==> src/rtl/core_pkg.sv <==
// ============================================================================
// Module  : core_pkg
// Brief   : Shared core widths and the integer reservation-station entry type.
// Revision: 1.0 - initial release
// ============================================================================
`default_nettype none

package core_pkg;
    localparam int RS_DEPTH = 4;
    localparam int DATA_W   = 64;
    localparam int TAG_W    = 6;
    localparam int OPC_W    = 7;
    localparam int RS_IDX_W = $clog2(RS_DEPTH);

    typedef struct packed {
        logic              busy;
        logic [OPC_W-1:0]  opcode;
        logic [DATA_W-1:0] a_val;
        logic [DATA_W-1:0] b_val;
        logic [TAG_W-1:0]  a_tag;
        logic [TAG_W-1:0]  b_tag;
        logic              a_rdy;
        logic              b_rdy;
        logic [TAG_W-1:0]  rd;
        logic [TAG_W-1:0]  tag;
    } rs_entry_t;
endpackage

`default_nettype wire

==> src/rtl/rs_integer_if.sv <==
// ============================================================================
// Module  : rs_integer_if
// Brief   : Dispatch, CDB and issue signals around the integer reservation station.
// Revision: 1.0 - initial release
// ============================================================================
`default_nettype none

interface rs_integer_if;
    import core_pkg::*;

    logic              valid_dispatch2rsint;
    logic [OPC_W-1:0]  opcode_dispatch2rsint;
    logic [DATA_W-1:0] a_val_dispatch2rsint;
    logic [DATA_W-1:0] b_val_dispatch2rsint;
    logic [TAG_W-1:0]  a_tag_dispatch2rsint;
    logic [TAG_W-1:0]  b_tag_dispatch2rsint;
    logic              a_rdy_dispatch2rsint;
    logic              b_rdy_dispatch2rsint;
    logic [TAG_W-1:0]  rd_dispatch2rsint;
    logic [TAG_W-1:0]  tag_dispatch2rsint;
    logic              stop_rsint2dispatch;

    logic              cdb_valid;
    logic [TAG_W-1:0]  cdb_tag;
    logic [DATA_W-1:0] cdb_result;

    logic              valid_in;
    logic [OPC_W-1:0]  opcode_in;
    logic [DATA_W-1:0] a_in;
    logic [DATA_W-1:0] b_in;
    logic [TAG_W-1:0]  rd_in;
    logic [TAG_W-1:0]  tag_in;
    logic              stop_int2rsint;

    // Environment side: dispatch, CDB and integer unit.
    modport master (
        output valid_dispatch2rsint, opcode_dispatch2rsint,
               a_val_dispatch2rsint, b_val_dispatch2rsint,
               a_tag_dispatch2rsint, b_tag_dispatch2rsint,
               a_rdy_dispatch2rsint, b_rdy_dispatch2rsint,
               rd_dispatch2rsint, tag_dispatch2rsint,
               cdb_valid, cdb_tag, cdb_result, stop_int2rsint,
        input  stop_rsint2dispatch,
               valid_in, opcode_in, a_in, b_in, rd_in, tag_in
    );

    // Reservation-station side.
    modport slave (
        input  valid_dispatch2rsint, opcode_dispatch2rsint,
               a_val_dispatch2rsint, b_val_dispatch2rsint,
               a_tag_dispatch2rsint, b_tag_dispatch2rsint,
               a_rdy_dispatch2rsint, b_rdy_dispatch2rsint,
               rd_dispatch2rsint, tag_dispatch2rsint,
               cdb_valid, cdb_tag, cdb_result, stop_int2rsint,
        output stop_rsint2dispatch,
               valid_in, opcode_in, a_in, b_in, rd_in, tag_in
    );
endinterface

`default_nettype wire

==> src/rtl/rs_prio_enc.sv <==
// ============================================================================
// Module  : rs_prio_enc
// Brief   : Index of the lowest set request bit, plus a found flag.
// Revision: 1.0 - initial release
// ============================================================================
`default_nettype none

module rs_prio_enc #(
    parameter int WIDTH = 4,
    parameter int IDX_W = 2
) (
    input  wire logic [WIDTH-1:0] req,
    output logic      [IDX_W-1:0] idx,
    output logic                  found
);
    // Scanning downward lets the lowest set bit win the last assignment.
    always_comb begin
        idx   = '0;
        found = 1'b0;
        for (int i = WIDTH - 1; i >= 0; i--) begin
            if (req[i]) begin
                idx   = IDX_W'(i);
                found = 1'b1;
            end
        end
    end
endmodule

`default_nettype wire

==> src/rtl/rs_integer.sv <==
// ============================================================================
// Module  : rs_integer
// Brief   : Four-entry integer reservation station with CDB wakeup and in-order-by-slot issue.
// Revision: 1.0 - initial release
// ============================================================================
`default_nettype none

module rs_integer
    import core_pkg::*;
(
    input  wire logic   clk,
    input  wire logic   res_n,
    rs_integer_if.slave bus
);
    rs_entry_t r_rs [RS_DEPTH];
    rs_entry_t w_rs_next [RS_DEPTH];
    rs_entry_t w_disp_entry;

    logic [RS_DEPTH-1:0] w_busy;
    logic [RS_DEPTH-1:0] w_cand;
    logic [RS_IDX_W-1:0] w_alloc_idx;
    logic [RS_IDX_W-1:0] w_issue_idx;
    logic                w_alloc_found;
    logic                w_issue_found;
    logic                w_do_dispatch;
    logic                w_do_issue;
    logic                w_a_bypass;
    logic                w_b_bypass;

    logic              r_valid_in;
    logic [OPC_W-1:0]  r_opcode_in;
    logic [DATA_W-1:0] r_a_in;
    logic [DATA_W-1:0] r_b_in;
    logic [TAG_W-1:0]  r_rd_in;
    logic [TAG_W-1:0]  r_tag_in;

    for (genvar g = 0; g < RS_DEPTH; g++) begin : g_status
        assign w_busy[g] = r_rs[g].busy;
        assign w_cand[g] = r_rs[g].busy & r_rs[g].a_rdy & r_rs[g].b_rdy;
    end

    rs_prio_enc #(.WIDTH(RS_DEPTH), .IDX_W(RS_IDX_W)) u_alloc_enc (
        .req   (~w_busy),
        .idx   (w_alloc_idx),
        .found (w_alloc_found)
    );

    rs_prio_enc #(.WIDTH(RS_DEPTH), .IDX_W(RS_IDX_W)) u_issue_enc (
        .req   (w_cand),
        .idx   (w_issue_idx),
        .found (w_issue_found)
    );

    assign bus.stop_rsint2dispatch = &w_busy;
    assign w_do_dispatch = bus.valid_dispatch2rsint & ~(&w_busy) & w_alloc_found;
    assign w_do_issue    = w_issue_found & ~bus.stop_int2rsint;

    // An operand arriving on the CDB in the dispatch cycle is captured directly.
    assign w_a_bypass = bus.cdb_valid & ~bus.a_rdy_dispatch2rsint
                      & (bus.a_tag_dispatch2rsint == bus.cdb_tag);
    assign w_b_bypass = bus.cdb_valid & ~bus.b_rdy_dispatch2rsint
                      & (bus.b_tag_dispatch2rsint == bus.cdb_tag);

    always_comb begin
        w_disp_entry.busy   = 1'b1;
        w_disp_entry.opcode = bus.opcode_dispatch2rsint;
        w_disp_entry.a_val  = w_a_bypass ? bus.cdb_result : bus.a_val_dispatch2rsint;
        w_disp_entry.b_val  = w_b_bypass ? bus.cdb_result : bus.b_val_dispatch2rsint;
        w_disp_entry.a_tag  = bus.a_tag_dispatch2rsint;
        w_disp_entry.b_tag  = bus.b_tag_dispatch2rsint;
        w_disp_entry.a_rdy  = bus.a_rdy_dispatch2rsint | w_a_bypass;
        w_disp_entry.b_rdy  = bus.b_rdy_dispatch2rsint | w_b_bypass;
        w_disp_entry.rd     = bus.rd_dispatch2rsint;
        w_disp_entry.tag    = bus.tag_dispatch2rsint;
    end

    always_comb begin
        for (int i = 0; i < RS_DEPTH; i++) begin
            w_rs_next[i] = r_rs[i];
            if (r_rs[i].busy && bus.cdb_valid) begin
                if (!r_rs[i].a_rdy && r_rs[i].a_tag == bus.cdb_tag) begin
                    w_rs_next[i].a_rdy = 1'b1;
                    w_rs_next[i].a_val = bus.cdb_result;
                end
                if (!r_rs[i].b_rdy && r_rs[i].b_tag == bus.cdb_tag) begin
                    w_rs_next[i].b_rdy = 1'b1;
                    w_rs_next[i].b_val = bus.cdb_result;
                end
            end
            if (w_do_issue && w_issue_idx == RS_IDX_W'(i)) begin
                w_rs_next[i].busy = 1'b0;
            end
            // Allocation only targets a free slot, so it never collides with the issued one.
            if (w_do_dispatch && w_alloc_idx == RS_IDX_W'(i)) begin
                w_rs_next[i] = w_disp_entry;
            end
        end
    end

    always_ff @(posedge clk or negedge res_n) begin
        if (!res_n) begin
            for (int i = 0; i < RS_DEPTH; i++) begin
                r_rs[i] <= '0;
            end
        end else begin
            for (int i = 0; i < RS_DEPTH; i++) begin
                r_rs[i] <= w_rs_next[i];
            end
        end
    end

    always_ff @(posedge clk or negedge res_n) begin
        if (!res_n) begin
            r_valid_in  <= 1'b0;
            r_opcode_in <= '0;
            r_a_in      <= '0;
            r_b_in      <= '0;
            r_rd_in     <= '0;
            r_tag_in    <= '0;
        end else begin
            r_valid_in <= w_do_issue;
            if (w_do_issue) begin
                r_opcode_in <= r_rs[w_issue_idx].opcode;
                r_a_in      <= r_rs[w_issue_idx].a_val;
                r_b_in      <= r_rs[w_issue_idx].b_val;
                r_rd_in     <= r_rs[w_issue_idx].rd;
                r_tag_in    <= r_rs[w_issue_idx].tag;
            end
        end
    end

    assign bus.valid_in  = r_valid_in;
    assign bus.opcode_in = r_opcode_in;
    assign bus.a_in      = r_a_in;
    assign bus.b_in      = r_b_in;
    assign bus.rd_in     = r_rd_in;
    assign bus.tag_in    = r_tag_in;
endmodule

`default_nettype wire

==> src/flat_wrapper.sv <==
// flat-port wrapper written by rule: the top's interface ports become plain ports
module rs_integer_flat import core_pkg::*;
  (clk, res_n, bus_valid_dispatch2rsint, bus_opcode_dispatch2rsint, bus_a_val_dispatch2rsint, bus_b_val_dispatch2rsint, bus_a_tag_dispatch2rsint, bus_b_tag_dispatch2rsint, bus_a_rdy_dispatch2rsint, bus_b_rdy_dispatch2rsint, bus_rd_dispatch2rsint, bus_tag_dispatch2rsint, bus_cdb_valid, bus_cdb_tag, bus_cdb_result, bus_stop_int2rsint, bus_stop_rsint2dispatch, bus_valid_in, bus_opcode_in, bus_a_in, bus_b_in, bus_rd_in, bus_tag_in);
  rs_integer_if bus_i ();
  input  wire logic clk;
  input  wire logic res_n;
  input wire logic [$bits(bus_i.valid_dispatch2rsint)-1:0] bus_valid_dispatch2rsint;
  input wire logic [$bits(bus_i.opcode_dispatch2rsint)-1:0] bus_opcode_dispatch2rsint;
  input wire logic [$bits(bus_i.a_val_dispatch2rsint)-1:0] bus_a_val_dispatch2rsint;
  input wire logic [$bits(bus_i.b_val_dispatch2rsint)-1:0] bus_b_val_dispatch2rsint;
  input wire logic [$bits(bus_i.a_tag_dispatch2rsint)-1:0] bus_a_tag_dispatch2rsint;
  input wire logic [$bits(bus_i.b_tag_dispatch2rsint)-1:0] bus_b_tag_dispatch2rsint;
  input wire logic [$bits(bus_i.a_rdy_dispatch2rsint)-1:0] bus_a_rdy_dispatch2rsint;
  input wire logic [$bits(bus_i.b_rdy_dispatch2rsint)-1:0] bus_b_rdy_dispatch2rsint;
  input wire logic [$bits(bus_i.rd_dispatch2rsint)-1:0] bus_rd_dispatch2rsint;
  input wire logic [$bits(bus_i.tag_dispatch2rsint)-1:0] bus_tag_dispatch2rsint;
  input wire logic [$bits(bus_i.cdb_valid)-1:0] bus_cdb_valid;
  input wire logic [$bits(bus_i.cdb_tag)-1:0] bus_cdb_tag;
  input wire logic [$bits(bus_i.cdb_result)-1:0] bus_cdb_result;
  input wire logic [$bits(bus_i.stop_int2rsint)-1:0] bus_stop_int2rsint;
  output wire logic [$bits(bus_i.stop_rsint2dispatch)-1:0] bus_stop_rsint2dispatch;
  output wire logic [$bits(bus_i.valid_in)-1:0] bus_valid_in;
  output wire logic [$bits(bus_i.opcode_in)-1:0] bus_opcode_in;
  output wire logic [$bits(bus_i.a_in)-1:0] bus_a_in;
  output wire logic [$bits(bus_i.b_in)-1:0] bus_b_in;
  output wire logic [$bits(bus_i.rd_in)-1:0] bus_rd_in;
  output wire logic [$bits(bus_i.tag_in)-1:0] bus_tag_in;
  assign bus_i.valid_dispatch2rsint = bus_valid_dispatch2rsint;
  assign bus_i.opcode_dispatch2rsint = bus_opcode_dispatch2rsint;
  assign bus_i.a_val_dispatch2rsint = bus_a_val_dispatch2rsint;
  assign bus_i.b_val_dispatch2rsint = bus_b_val_dispatch2rsint;
  assign bus_i.a_tag_dispatch2rsint = bus_a_tag_dispatch2rsint;
  assign bus_i.b_tag_dispatch2rsint = bus_b_tag_dispatch2rsint;
  assign bus_i.a_rdy_dispatch2rsint = bus_a_rdy_dispatch2rsint;
  assign bus_i.b_rdy_dispatch2rsint = bus_b_rdy_dispatch2rsint;
  assign bus_i.rd_dispatch2rsint = bus_rd_dispatch2rsint;
  assign bus_i.tag_dispatch2rsint = bus_tag_dispatch2rsint;
  assign bus_i.cdb_valid = bus_cdb_valid;
  assign bus_i.cdb_tag = bus_cdb_tag;
  assign bus_i.cdb_result = bus_cdb_result;
  assign bus_i.stop_int2rsint = bus_stop_int2rsint;
  assign bus_stop_rsint2dispatch = bus_i.stop_rsint2dispatch;
  assign bus_valid_in = bus_i.valid_in;
  assign bus_opcode_in = bus_i.opcode_in;
  assign bus_a_in = bus_i.a_in;
  assign bus_b_in = bus_i.b_in;
  assign bus_rd_in = bus_i.rd_in;
  assign bus_tag_in = bus_i.tag_in;
  rs_integer u_core (.clk(clk), .res_n(res_n), .bus(bus_i));
endmodule
==> config.mk <==
export PLATFORM = sky130hd
export DESIGN_NAME = rs_integer_flat
export DESIGN_NICKNAME = d
export VERILOG_FILES = /design/src/rtl/core_pkg.sv /design/src/rtl/rs_integer_if.sv /design/src/rtl/rs_prio_enc.sv /design/src/rtl/rs_integer.sv /design/src/flat_wrapper.sv
export SDC_FILE = /design/constraint.sdc
export NUM_CORES = 2
export LEC_CHECK = 0
export ABC_AREA = 1
export CORE_MARGIN = 2
export CORE_UTILIZATION = 45
export DETAILED_ROUTE_END_ITERATION = 10
export GPL_TIMING_DRIVEN = 0
export MAX_ROUTING_LAYER = met4
export SYNTH_ARGS = -nofsm -noshare
export SYNTH_HDL_FRONTEND = slang
export SYNTH_HIERARCHICAL = 1
export SYNTH_SLANG_ARGS = --single-unit
==> constraint.sdc <==
create_clock -name clk -period 4 [get_ports clk]
set_input_delay 0.8 -clock clk [delete_from_list [all_inputs] [get_ports clk]]
set_output_delay 0.8 -clock clk [all_outputs]
set_load 0.02 [all_outputs]
==> flow_summary.toml <==
[run_status]
outcome = "complete, but fails checks"
failed_checks = "max-capacitance violations, max-slew violations"

[power_and_ir_drop]
power_frac_comb = 0.492
p_clk_frac = 0.196
peakVddDrop_uv = 913
power_leakage_nw = 25.5
power_frac_seq = 0.312
powerDensity_mw_per_mm2 = 874
p_sw_frac = 0.482
switching_power_w = 0.0221
p_int_w = 0.0238

[yosys]
synth-edff-count = 0
ys_types = 35
ys_seq_elements = 796
ys_seq_area_frac = 0.455
postSynthAreaPerCell_um2 = 7.72
syn_inst = 5666
netlist_area_mm2 = 0.0437
synthArstFlopShare = 1.00
yosysWarningCount = 6
synth_ff_type = "dfrtp_1"
syn_nets = 5902

[final_layout]
fin_cells = 7507
final_common_cell = "nand3_1"
nets = 6383
drive_above_1_share = 0.0871
layout.cells.most_common_list = "nand3_1 (1,572), nand2_1 (1,555), dfrtp_1 (796)"
area_growth_pct = 20.1

[place]
gp_congestion = 0.973
portBuffers = 380
dp_cells = 7329
dp_hpwl_um = 156000

[drt]
wire_per_inst_um = 29.0
first_iter_violations = 7205
vias_per_cell = 6.12
dr.pass1.iters = 8
wl_um = 218000
vias = 45934
drcViolationCount = 0
ant_nets = 0

[global_route]
grt_overflow_total = 0
grtUsageTotal = 0.444
grt_max_degree = 117
grt_pass1_vias = 43681
antenna_found_initial = 9
grt_pass1_wl_um = 308000

[setup_path]
endpoint = "u_core/bus.a_in[16]"
rr_startpoint = "u_core/r_rs[647]"
cp.depth = 10
crit_family = "buffers and inverters"
slowest_delay_ns = 1.06
crit_arrival_ns = 4.51
cpMostUsedCell = "nand2_1"
end_kind = "flip-flop"
path_class = "flip-flop to flip-flop"
crit_start = "u_core/r_rs[647]"
crit_fanout = 10
r2r_cells = 10
crit_chain = "inv_1, nor3_1, nor2_1, nand2_1, inv_1, nor2_1, clkbuf_1, clkbuf_1, nand2_1, nand2_1"
cp-start-kind = "flip-flop"
cp_slowest_cell = "clkbuf_1"
rrSetupSlack_ns = 0.1
worstReg2RegEnd = "u_core/bus.a_in[16]"
cp.buffers_inverters = 4
cp.required_ns = 4.61

[clocking]
tritoncts = "yes"
ctsResizeCount = 0
clk_pin_slew_worst_paths_ns = 0.06
clock_latency_ns = 0.68
post_cts_buffers = 0
cts_root_buffer = "clkbuf_16"
cts_htree_levels = 3
clockBufferDepth = 3
cts_hold_repair.buffers = 0
clkSinkCount = 796
numCtsBuffers = 92

[floorplanning]
num_io_pins = 385
die_area_mm2 = 0.0997
start_util = 0.453
coreArea_mm2 = 0.0966
die_h_um = 316
fp.dieW_um = 316
num_rows = 114

[timing]
rsz0062_at_grt = "no"
finalSetupTns_ns = 0
slew_headroom = -0.0488
finalHoldViolCount = 0
layout_min_cycle_time_ns = 3.90
clock_skew_ns = 0.0204
finalSetupViolations = 0
max_slew.worst_pin.slew_ns = 1.57
max_freq_mhz = 256
slew_viol_final = 43
period_share = 0.975

[run]
maxCapViolations = 4

[hold_path]
holdCritPathClass = "input pin to asynchronous set/reset pin"
-- stage by stage --
step	utilization	setup slack (ns)	cell area, um2	power, W	hold WS, ns
3_3_place_gp	0.509	-35.88	49100	0.0356	0.463
2_1_floorplan	-	1.98	43700	0.0252	0.453
6_report	0.544	0.0986	52500	0.0459	0.137
4_1_cts	0.544	0.365	52500	0.0448	0.173
5_1_grt	0.544	0.0928	52500	0.0474	0.194
3_5_place_dp	0.511	0.163	49300	0.0358	0.464
-- logic make-up (layout without fill, tap and decap cells) --
family,after synthesis,in the layout,share of synthesized area
AOI/OAI and AO/OA,380,380,0.0577
other,0,18,0
buffers and inverters,982,1529,0.0982
and+or+nand+nor,3484,3484,0.384
DFF,796,796,0.455
xor gates and xnor gates,24,24,0.00481
-- Yosys cell counts (22+ instances only) --
library cell	number	area, um2
nand3_1	1572	7870
nand2_1	1555	5840
dfrtp_1	796	19900
inv_1	543	2040
clkbuf_1	162	608
buf_2	157	786
a22oi_1	140	1050
nor2_1	136	510
o21ai_0	132	661
nand4_4	60	1280
a41oi_1	56	490
nand4_1	56	350
a31oi_1	42	263
buf_1	42	158
nand3_2	42	420
buf_6	33	372
nand2_2	33	206
buf_4	22	165
-- routing by layer --
metal,GRT usage,wire [um],up-vias,share of wire
met5,-,0,-,0
met4,0.219,12400,0,0.057
met3,0.153,29900,625,0.14
met2,0.605,89800,3310,0.41
met1,0.582,86000,22196,0.39
li1,-,-,19803,-
-- how the worst min path moves through the flow --
| stage | startpoint | end | slack, ns | cells past startpoint |
|---|---|---|---|---|
| after floorplan | u_core/r_rs[508] | u_core/r_rs[508] | 0.45 | 2 |
| after global placement | u_core/bus.a_in[51] | u_core/bus.a_in[51] | 0.46 | 2 |
| after detailed placement | u_core/bus.a_in[53] | u_core/bus.a_in[53] | 0.46 | 2 |
| after CTS | res_n | u_core/r_rs[644] | 0.17 | 1 |
| after global routing | res_n | u_core/r_rs[644] | 0.19 | 1 |
| final | res_n | u_core/bus.valid_in | 0.14 | 1 |
-- registers in the layout (all words and copies together), names as in the netlist --
register              flops
u_core/bus.a_in          64
u_core/r_rs             648
u_core/bus.rd_in          6
u_core/bus.opcode_in      7
u_core/bus.valid_in       1
u_core/bus.b_in          64
u_core/bus.tag_in         6
-- power by group through the flow --
stage	logic (W)	registers, W	clock network (W)
after floorplan	0.0109	0.0144	0
after global placement	0.0213	0.0144	0
after detailed placement	0.0215	0.0143	0
after CTS	0.0216	0.0142	0.00906
after global routing	0.0234	0.0147	0.00938
final	0.0226	0.0143	0.00901
-- final cells by class --
| class | count | area (um2) |
|---|---|---|
| tap | 1276 | 1600 |
| inverter | 559 | 2100 |
| clock buffer | 137 | 2750 |
| sequential | 796 | 19900 |
| antenna | 18 | 45.0 |
| multi-input combinational | 3888 | 19500 |
| buffer | 423 | 2200 |
| fill | 9441 | 44000 |
| timing repair buffer | 387 | 4000 |
| clock inverter | 23 | 404 |
No activity file was read; power rests on OpenSTA's default activity.
